**src/rtl/fdiv_iter.sv**
```systemverilog
// Iterative 16-bit float divider (r = a / b), restoring mantissa division, one quotient bit per clock.
// Latency: fixed 10 clocks from start acceptance to done (11-cycle op rate); done pulses for one cycle.
// Backpressure: start is only accepted while busy is low; requests while busy are dropped.
module fdiv_iter #(
    parameter int EXP_BIAS = 127,
    parameter int QBITS    = 9
) (
    input  logic        clk,
    input  logic        reset,
    input  logic        start,
    input  logic [15:0] a,
    input  logic [15:0] b,
    output logic        busy,
    output logic        done,
    output logic [15:0] r,
    output logic        dz
);

    typedef enum logic [1:0] {
        IDLE = 2'd0,
        DIV  = 2'd1,
        NORM = 2'd2
    } state_t;

    state_t      state;
    state_t      state_nxt;

    logic [15:0] a_q;
    logic [15:0] b_q;
    logic [3:0]  cnt;
    logic [8:0]  rem;
    logic [8:0]  quo;

    logic [7:0]  mb;
    logic        rem_ge;
    logic [8:0]  rem_diff;

    logic        sgn;
    logic [6:0]  frac;
    logic signed [9:0] e_raw;
    logic [15:0] r_nxt;
    logic        dz_nxt;

    assign busy = (state != IDLE);

    // Partial remainder always stays below 2*mb, so 9 bits suffice.
    assign mb       = {1'b1, b_q[6:0]};
    assign rem_ge   = (rem >= {1'b0, mb});
    assign rem_diff = rem_ge ? (rem - {1'b0, mb}) : rem;

    always_ff @(posedge clk) begin
        if (reset) begin
            state <= IDLE;
        end else begin
            state <= state_nxt;
        end
    end

    always_comb begin
        state_nxt = state;
        case (state)
            IDLE: if (start) state_nxt = DIV;
            DIV:  if (cnt == 4'(QBITS - 1)) state_nxt = NORM;
            NORM: state_nxt = IDLE;
            default: state_nxt = IDLE;
        endcase
    end

    // Result assembly; q[7] is guaranteed set when q[8] is clear.
    always_comb begin
        sgn   = a_q[15] ^ b_q[15];
        frac  = quo[8] ? quo[7:1] : quo[6:0];
        e_raw = 10'({2'b00, a_q[14:7]}) - 10'({2'b00, b_q[14:7]})
              + 10'(EXP_BIAS) - {9'd0, ~quo[8]};
        r_nxt  = {sgn, e_raw[7:0], frac};
        dz_nxt = 1'b0;
        if (b_q == 16'h0000) begin
            r_nxt  = {sgn, 8'hFF, 7'h7F};
            dz_nxt = 1'b1;
        end else if (a_q == 16'h0000) begin
            r_nxt = 16'h0000;
        end else if (e_raw <= 10'sd0) begin
            r_nxt = 16'h0000;
        end else if (e_raw > 10'sd255) begin
            r_nxt = {sgn, 8'hFF, 7'h7F};
        end
    end

    always_ff @(posedge clk) begin
        if (reset) begin
            a_q  <= 16'h0000;
            b_q  <= 16'h0000;
            cnt  <= 4'd0;
            rem  <= 9'd0;
            quo  <= 9'd0;
            done <= 1'b0;
            r    <= 16'h0000;
            dz   <= 1'b0;
        end else begin
            done <= 1'b0;
            case (state)
                IDLE: begin
                    if (start) begin
                        a_q <= a;
                        b_q <= b;
                        cnt <= 4'd0;
                        rem <= {2'b01, a[6:0]};
                        quo <= 9'd0;
                    end
                end
                DIV: begin
                    rem <= rem_diff << 1;
                    quo <= {quo[7:0], rem_ge};
                    cnt <= cnt + 4'd1;
                end
                NORM: begin
                    r    <= r_nxt;
                    dz   <= dz_nxt;
                    done <= 1'b1;
                end
                default: ;
            endcase
        end
    end

endmodule

```
**config.mk**
```make
export PLATFORM = sky130hd
export DESIGN_NAME = fdiv_iter
export DESIGN_NICKNAME = d
export VERILOG_FILES = /design/src/rtl/fdiv_iter.sv
export SDC_FILE = /design/constraint.sdc
export NUM_CORES = 1
export LEC_CHECK = 0
export ABC_CLOCK_PERIOD_IN_PS = 4300
export CAP_MARGIN = 10
export CORE_MARGIN = 2
export CORE_UTILIZATION = 50
export CTS_BUF_LIST = sky130_fd_sc_hd__clkbuf_8 sky130_fd_sc_hd__clkbuf_16
export CTS_CLUSTER_DIAMETER = 40
export DETAILED_ROUTE_END_ITERATION = 6
export PLACE_DENSITY = 0.8
export SYNTH_ARGS = -nofsm -noshare
export SYNTH_HDL_FRONTEND = slang
export SYNTH_SLANG_ARGS = --single-unit
```
**constraint.sdc**
```tcl
create_clock -name clk -period 4.3 [get_ports clk]
set_input_delay 0.86 -clock clk [delete_from_list [all_inputs] [get_ports clk]]
set_output_delay 0.86 -clock clk [all_outputs]
set_load 0.05 [all_outputs]
```
* After elaboration in Yosys (flattened, before gate mapping)
Cells that the tools add are included.
Widths: inputs -> output; s select.
** Operators by class
- Add/subtract/negate cells :: 5
- Multipliers :: 0
- Div/mod/pow operators :: 0
- $lt $le $gt $ge :: 3
- Equal/unequal tests :: 5
- Shift-type cells :: 0
- Multiplexer cells :: 17
- Bitwise gates (word level) :: 2
- Reductions and logical operators :: 8
** Operators with widths (number)
- $mux 16 :: 3
- $pmux 9 s2 :: 2
- $logic_not 16->1 :: 2
- $mux 9 :: 2
- $mux 15 :: 1
- $add 9x8->10 const B :: 1
- $gt 10x9->1 const B :: 1
- $le 10x1->1 const B :: 1
- $sub 10x1->10 :: 1
- $ge 9x8->1 :: 1
- $sub 8x8->9 :: 1
- $mux 8 :: 1
- $pmux 4 s2 :: 1
- $sub 8x8->8 :: 1
- $mux 7 :: 1
- $reduce_and 2->1 :: 3
- $add 4x1->4 const B :: 1
- $eq 4x4->1 const B :: 1
- $mux 2 :: 2
- $mux 4 :: 1
- $ne 2x2->1 const B :: 2
- $pmux 2 s2 :: 1
- $reduce_bool 2->1 :: 2
- $eq 2x1->1 const B :: 1
- other kinds (5) :: 6
** Word-level totals
- Register bits :: 74
- Latch bits :: 0
- Memory bits (writable) :: 0
- Memory bits (read-only) :: 0
- Bits of input ports :: 35
- Output and inout port bits :: 19
- Word-level logic and storage cells :: 49
- Memories :: 0

* Depth between registers and ports, before layout
- Depth after elaboration :: 8
- Mapped depth :: 19

* Least setup slack after synthesis
No wires, ideal clock.
- Path type :: register to register
- From :: register b_q[8]
- To :: register r[9]
- Setup time :: 0.117 ns
- Arrival time :: 3.241 ns
- Required time :: 4.183 ns
- Setup slack :: 0.942 ns
- Cell stages (with the launch flop) :: 15
- Path buffers :: 1
- Cells stage by stage :: dfxtp_1 > inv_1 > ha_1 > nor2b_1 > o31a_1 > o311a_4 > or2_2 > ha_1 > a21oi_2 > xnor2_1 > nand2b_2 > o2111ai_1 > o311a_4 > buf_6 > a22o_1
** Between the ends
- Longest elaborated chain between the ends :: 8
** RTL lines
- from (decl) :: RTL line 29 : logic [15:0] b_q;
- from (signal assigned) :: RTL line 92 : b_q <= 16'h0000;
- from (signal assigned) :: RTL line 105 : b_q <= b;
- $sub 8x8->9 :: RTL line 73 : e_raw = 10'({2'b00, a_q[14:7]}) - 10'({2'b00, b_q[14:7]})
- $add 9x8->10 :: RTL line 74 : + 10'(EXP_BIAS) - {9'd0, ~quo[8]};
- $sub 10x1->10 :: RTL line 74
- $gt 10x9->1 :: RTL line 84 : end else if (e_raw > 10'sd255) begin
- $mux 15 :: RTL line 84
- $mux 16 :: RTL line 82 : end else if (e_raw <= 10'sd0) begin
- $mux 16 :: RTL line 80 : end else if (a_q == 16'h0000) begin
- $mux 16 * :: RTL line 77 : if (b_q == 16'h0000) begin
- to (signal assigned) :: RTL line 117 : r <= r_nxt;
- to (decl) :: RTL line 15 : output logic [15:0] r,
Mark *: on every way between the ends. The rest lies on a longest branch, timed or not.
A chain may end at the register's enable or synchronous reset.

* Worst setup path after layout
- From :: register b_q[7]
- To :: register r[14]
The elaborated chain is that of the path after synthesis.

==> impl_results.rst <==
.. list-table::
   :header-rows: 1

   * - Metric
     - Value
   * - Outcome
     - finished, final reports clean
   * - Cell Area, Placed
     - 4570 µm²
   * - Antenna-violating nets left
     - 0
   * - Portion of synthesized cell area occupied by the leading cell type
     - 0.370
   * - Dpl hpwl
     - 6870 µm
   * - Synthesized Nets
     - 540
   * - Wire length per cell
     - 15.0 µm
   * - Share of synthesized flip-flops with an asynchronous set or reset
     - 0
   * - Critical Path Sink Type
     - flip-flop
   * - All-Layer GR Usage
     - 0.232
   * - Worst min-delay path category
     - flip-flop to flip-flop
   * - Maximum fanout count along the critical path
     - 14
   * - DRC violations left
     - 0
   * - Largest net degree at the start of global routing
     - 45
   * - Buffers on Ports
     - 53
   * - Synth Register Bits
     - 74
   * - Clk buf depth
     - 2
   * - Endpoints failing hold
     - 0
   * - Number of diodes added for antenna fixing
     - 0
   * - Effective utilization at floorplan
     - 0.518
   * - Worst slew margin relative to its limit
     - 0.353
   * - Synth Instances
     - 478
   * - Worst hold path depth
     - 2
   * - Number of vias per cell
     - 5.71
   * - EDFF count, synth
     - 0
   * - Die width
     - 93.5 µm
   * - Die area
     - 8730 µm²
   * - Reg2reg path depth
     - 17
   * - Fraction of layout cells with a size suffix above 1
     - 0.0798
   * - Count of different cell masters after synthesis
     - 57
   * - Most used standard cells in the synthesized netlist
     - sky130_fd_sc_hd__nand2_1 (86), sky130_fd_sc_hd__dfxtp_1 (74), sky130_fd_sc_hd__a21oi_1 (53)
   * - P_leak
     - 1.89 nW
   * - Setup TNS
     - 0 ps
   * - Hold bufs inserted after CTS
     - 0
   * - Clock insertion delay at the later pin of the skew report
     - 360 ps
   * - Max-slew violations
     - 0
   * - Mapped Avg Cell Area
     - 8.37 µm²
   * - Number of violations of the max-capacitance limit
     - 0
   * - Area growth from synthesis to layout
     - 19.5%
   * - Final period demand of the worst path
     - 3860 ps
   * - Max VDD drop
     - 0.198 mV
   * - Register area share after synthesis
     - 0.370
   * - Root buffer cell
     - sky130_fd_sc_hd__clkbuf_8
   * - Type of the setup path with the least slack
     - flip-flop to flip-flop
   * - Min-Delay Endpoint
     - a_q[1]
   * - Final non-filler cell area
     - 4780 µm²
   * - Antenna violations before repair
     - 0
   * - Synth warn
     - 0
   * - Total core area
     - 7730 µm²
   * - End of the worst register-to-register path
     - r[14]
   * - Netlist area before placement
     - 4000 µm²
   * - Origin of the critical flop-to-flop path
     - b_q[7]
   * - Most used standard cell by instance count after synthesis
     - sky130_fd_sc_hd__nand2_1
   * - Biggest area contributors in the synthesized netlist
     - sky130_fd_sc_hd__dfxtp_1 (37%), sky130_fd_sc_hd__nand2_1 (8.1%), sky130_fd_sc_hd__ha_1 (7.5%)
   * - Hold Crit Start
     - a_q[1]
   * - Number of violations reported at the end of detailed-routing iteration 0
     - 125
   * - Worst Path Required
     - 4550 ps
   * - Reg2reg setup slack
     - 440 ps
   * - Cell taking the most area after synthesis
     - sky130_fd_sc_hd__dfxtp_1
   * - WP data arrival
     - 4120 ps
   * - Pwr Total
     - 2.06 mW
   * - Fmax
     - 259 MHz
   * - Worst Max-Slew Pin Slew
     - 966 ps
   * - Floorplan die height
     - 93.5 µm
   * - Remaining global-route overflow
     - 0
   * - Number of setup violations in the final report
     - 0
   * - DR vias
     - 3,589
   * - Power density cells
     - 430 nW/µm²
   * - RSZ-0062 raised after global routing
     - no
   * - Post CTS Setup Buffer Count
     - 0
   * - Iteration count of the initial detailed-routing pass
     - 4
   * - Number of global-route vias before repair
     - 3,638
   * - Final net count
     - 583
   * - CTS tree
     - yes
   * - Global-route wire length before repair
     - 16,300 µm
   * - Final cycle utilization of the critical path
     - 0.899
   * - Total Routed Length
     - 9440 µm
   * - Post-CTS Resized
     - 0
   * - IO Pins
     - 54
   * - Post-CTS clock slew at the launch and capture registers of the worst setup and hold paths
     - 80 ps
   * - CTS buffer count
     - 9
   * - CTS sink cnt
     - 74
   * - Number of core rows
     - 32
   * - Worst clock skew
     - 8.85 ps
   * - Placer Congestion
     - 0.846
   * - Startpoint Class
     - flip-flop
   * - Synth Flop Type
     - sky130_fd_sc_hd__dfxtp_1
   * - Clock H-tree levels
     - 3
[how the worst max path moves through the flow]
| stage | from | slack [ps] | depth (start not counted) | end |
|---|---|---|---|---|
| floorplan | b_q[8] | 940 | 14 | r[9] |
| global placement | a_q[7] | 710 | 18 | r[14] |
| detailed placement | b_q[7] | 540 | 17 | r[7] |
| CTS | b_q[7] | 480 | 14 | r[14] |
| global route | b_q[7] | 4 | 17 | r[7] |
| finish | b_q[7] | 440 | 17 | r[14] |
[layout by cell type (no fill, tap or decap), types with 7 or more instances in the layout]
| cell | synthesis | routed |
|---|---|---|
| sky130_fd_sc_hd__nor4_1 | 11 | 11 |
| sky130_fd_sc_hd__clkbuf_8 | 0 | 9 |
| sky130_fd_sc_hd__clkdlybuf4s50_1 | 0 | 52 |
| sky130_fd_sc_hd__xnor2_1 | 8 | 8 |
| sky130_fd_sc_hd__o21a_1 | 7 | 7 |
| sky130_fd_sc_hd__nand2_1 | 86 | 86 |
| sky130_fd_sc_hd__nor2_1 | 20 | 20 |
| sky130_fd_sc_hd__nor2b_1 | 8 | 8 |
| sky130_fd_sc_hd__ha_1 | 24 | 24 |
| sky130_fd_sc_hd__mux2i_1 | 8 | 8 |
| sky130_fd_sc_hd__a21oi_1 | 53 | 53 |
| sky130_fd_sc_hd__inv_1 | 29 | 29 |
| sky130_fd_sc_hd__dfxtp_1 | 74 | 74 |
| sky130_fd_sc_hd__nor3_1 | 8 | 8 |
| sky130_fd_sc_hd__o21ai_0 | 14 | 14 |
| sky130_fd_sc_hd__a22o_1 | 20 | 20 |
[where the power goes]
group / switching [mW] / internal, mW / total (mW)
clock: 0.275 / 0.325 / 0.601
combinational: 0.415 / 0.300 / 0.714
sequential: 0.0275 / 0.715 / 0.742
[registers in the layout (all words and copies together) (netlist names)]
signal,count
a_q,16
b_q,16
cnt,4
done,1
dz,1
quo,9
r,16
rem,9
state,2
[per-stage QoR]
step | cells | hold WS (ps) | utilization | setup slack, ps
after floorplan | 478 | 436 | - | 942
after global placement | 612 | 442 | 0.591 | 710
final | 628 | 458 | 0.619 | 436
after CTS | 628 | 460 | 0.619 | 477
after global routing | 628 | 484 | 0.619 | 3.83
after detailed placement | 612 | 448 | 0.591 | 535
[critical path, cell delays in order (launching register included)]
cell and delay (ps):
sky130_fd_sc_hd__dfxtp_1 370, sky130_fd_sc_hd__ha_1 200, sky130_fd_sc_hd__inv_1 60, sky130_fd_sc_hd__fa_1 420, sky130_fd_sc_hd__a21oi_1 210, sky130_fd_sc_hd__nor2b_1 70
sky130_fd_sc_hd__nor2_1 110, sky130_fd_sc_hd__xnor2_1 160, sky130_fd_sc_hd__inv_1 70, sky130_fd_sc_hd__ha_1 330, sky130_fd_sc_hd__o21ai_0 110, sky130_fd_sc_hd__o21bai_1 100
sky130_fd_sc_hd__a21oi_2 250, sky130_fd_sc_hd__o22ai_2 130, sky130_fd_sc_hd__a41oi_1 300, sky130_fd_sc_hd__o21a_1 420, sky130_fd_sc_hd__or2b_1 270, sky130_fd_sc_hd__a22o_1 190
[final cells by class]
class,instances,area [µm²]
Clock buffer,9,124
Clock inverter,7,93.8
Fill cell,661,2940
Inverter,29,109
Multi-Input combinational cell,349,2280
Sequential cell,74,1480
Tap cell,102,128
Timing Repair Buffer,58,563
[routing by layer]
metal / vias up / global-route usage / routed length (µm)
met5: - / 0 / 0
met4: 0 / 0.112 / 308
met3: 28 / 0.0403 / 286
met2: 81 / 0.403 / 4680
met1: 1710 / 0.276 / 4160
li1: 1770 / - / -
[cell families (layout without fill, tap and decap cells)]
kind of cell,after synthesis,in the layout,synth area share
compound gates,134,134,0.237
xor+xnor,13,13,0.0285
fa+ha+maj,27,27,0.0901
buf+inv,55,103,0.0588
flops,74,74,0.370
mux,8,8,0.0200
simple gates,167,167,0.196
No activity file was read; power rests on OpenSTA's default activity.
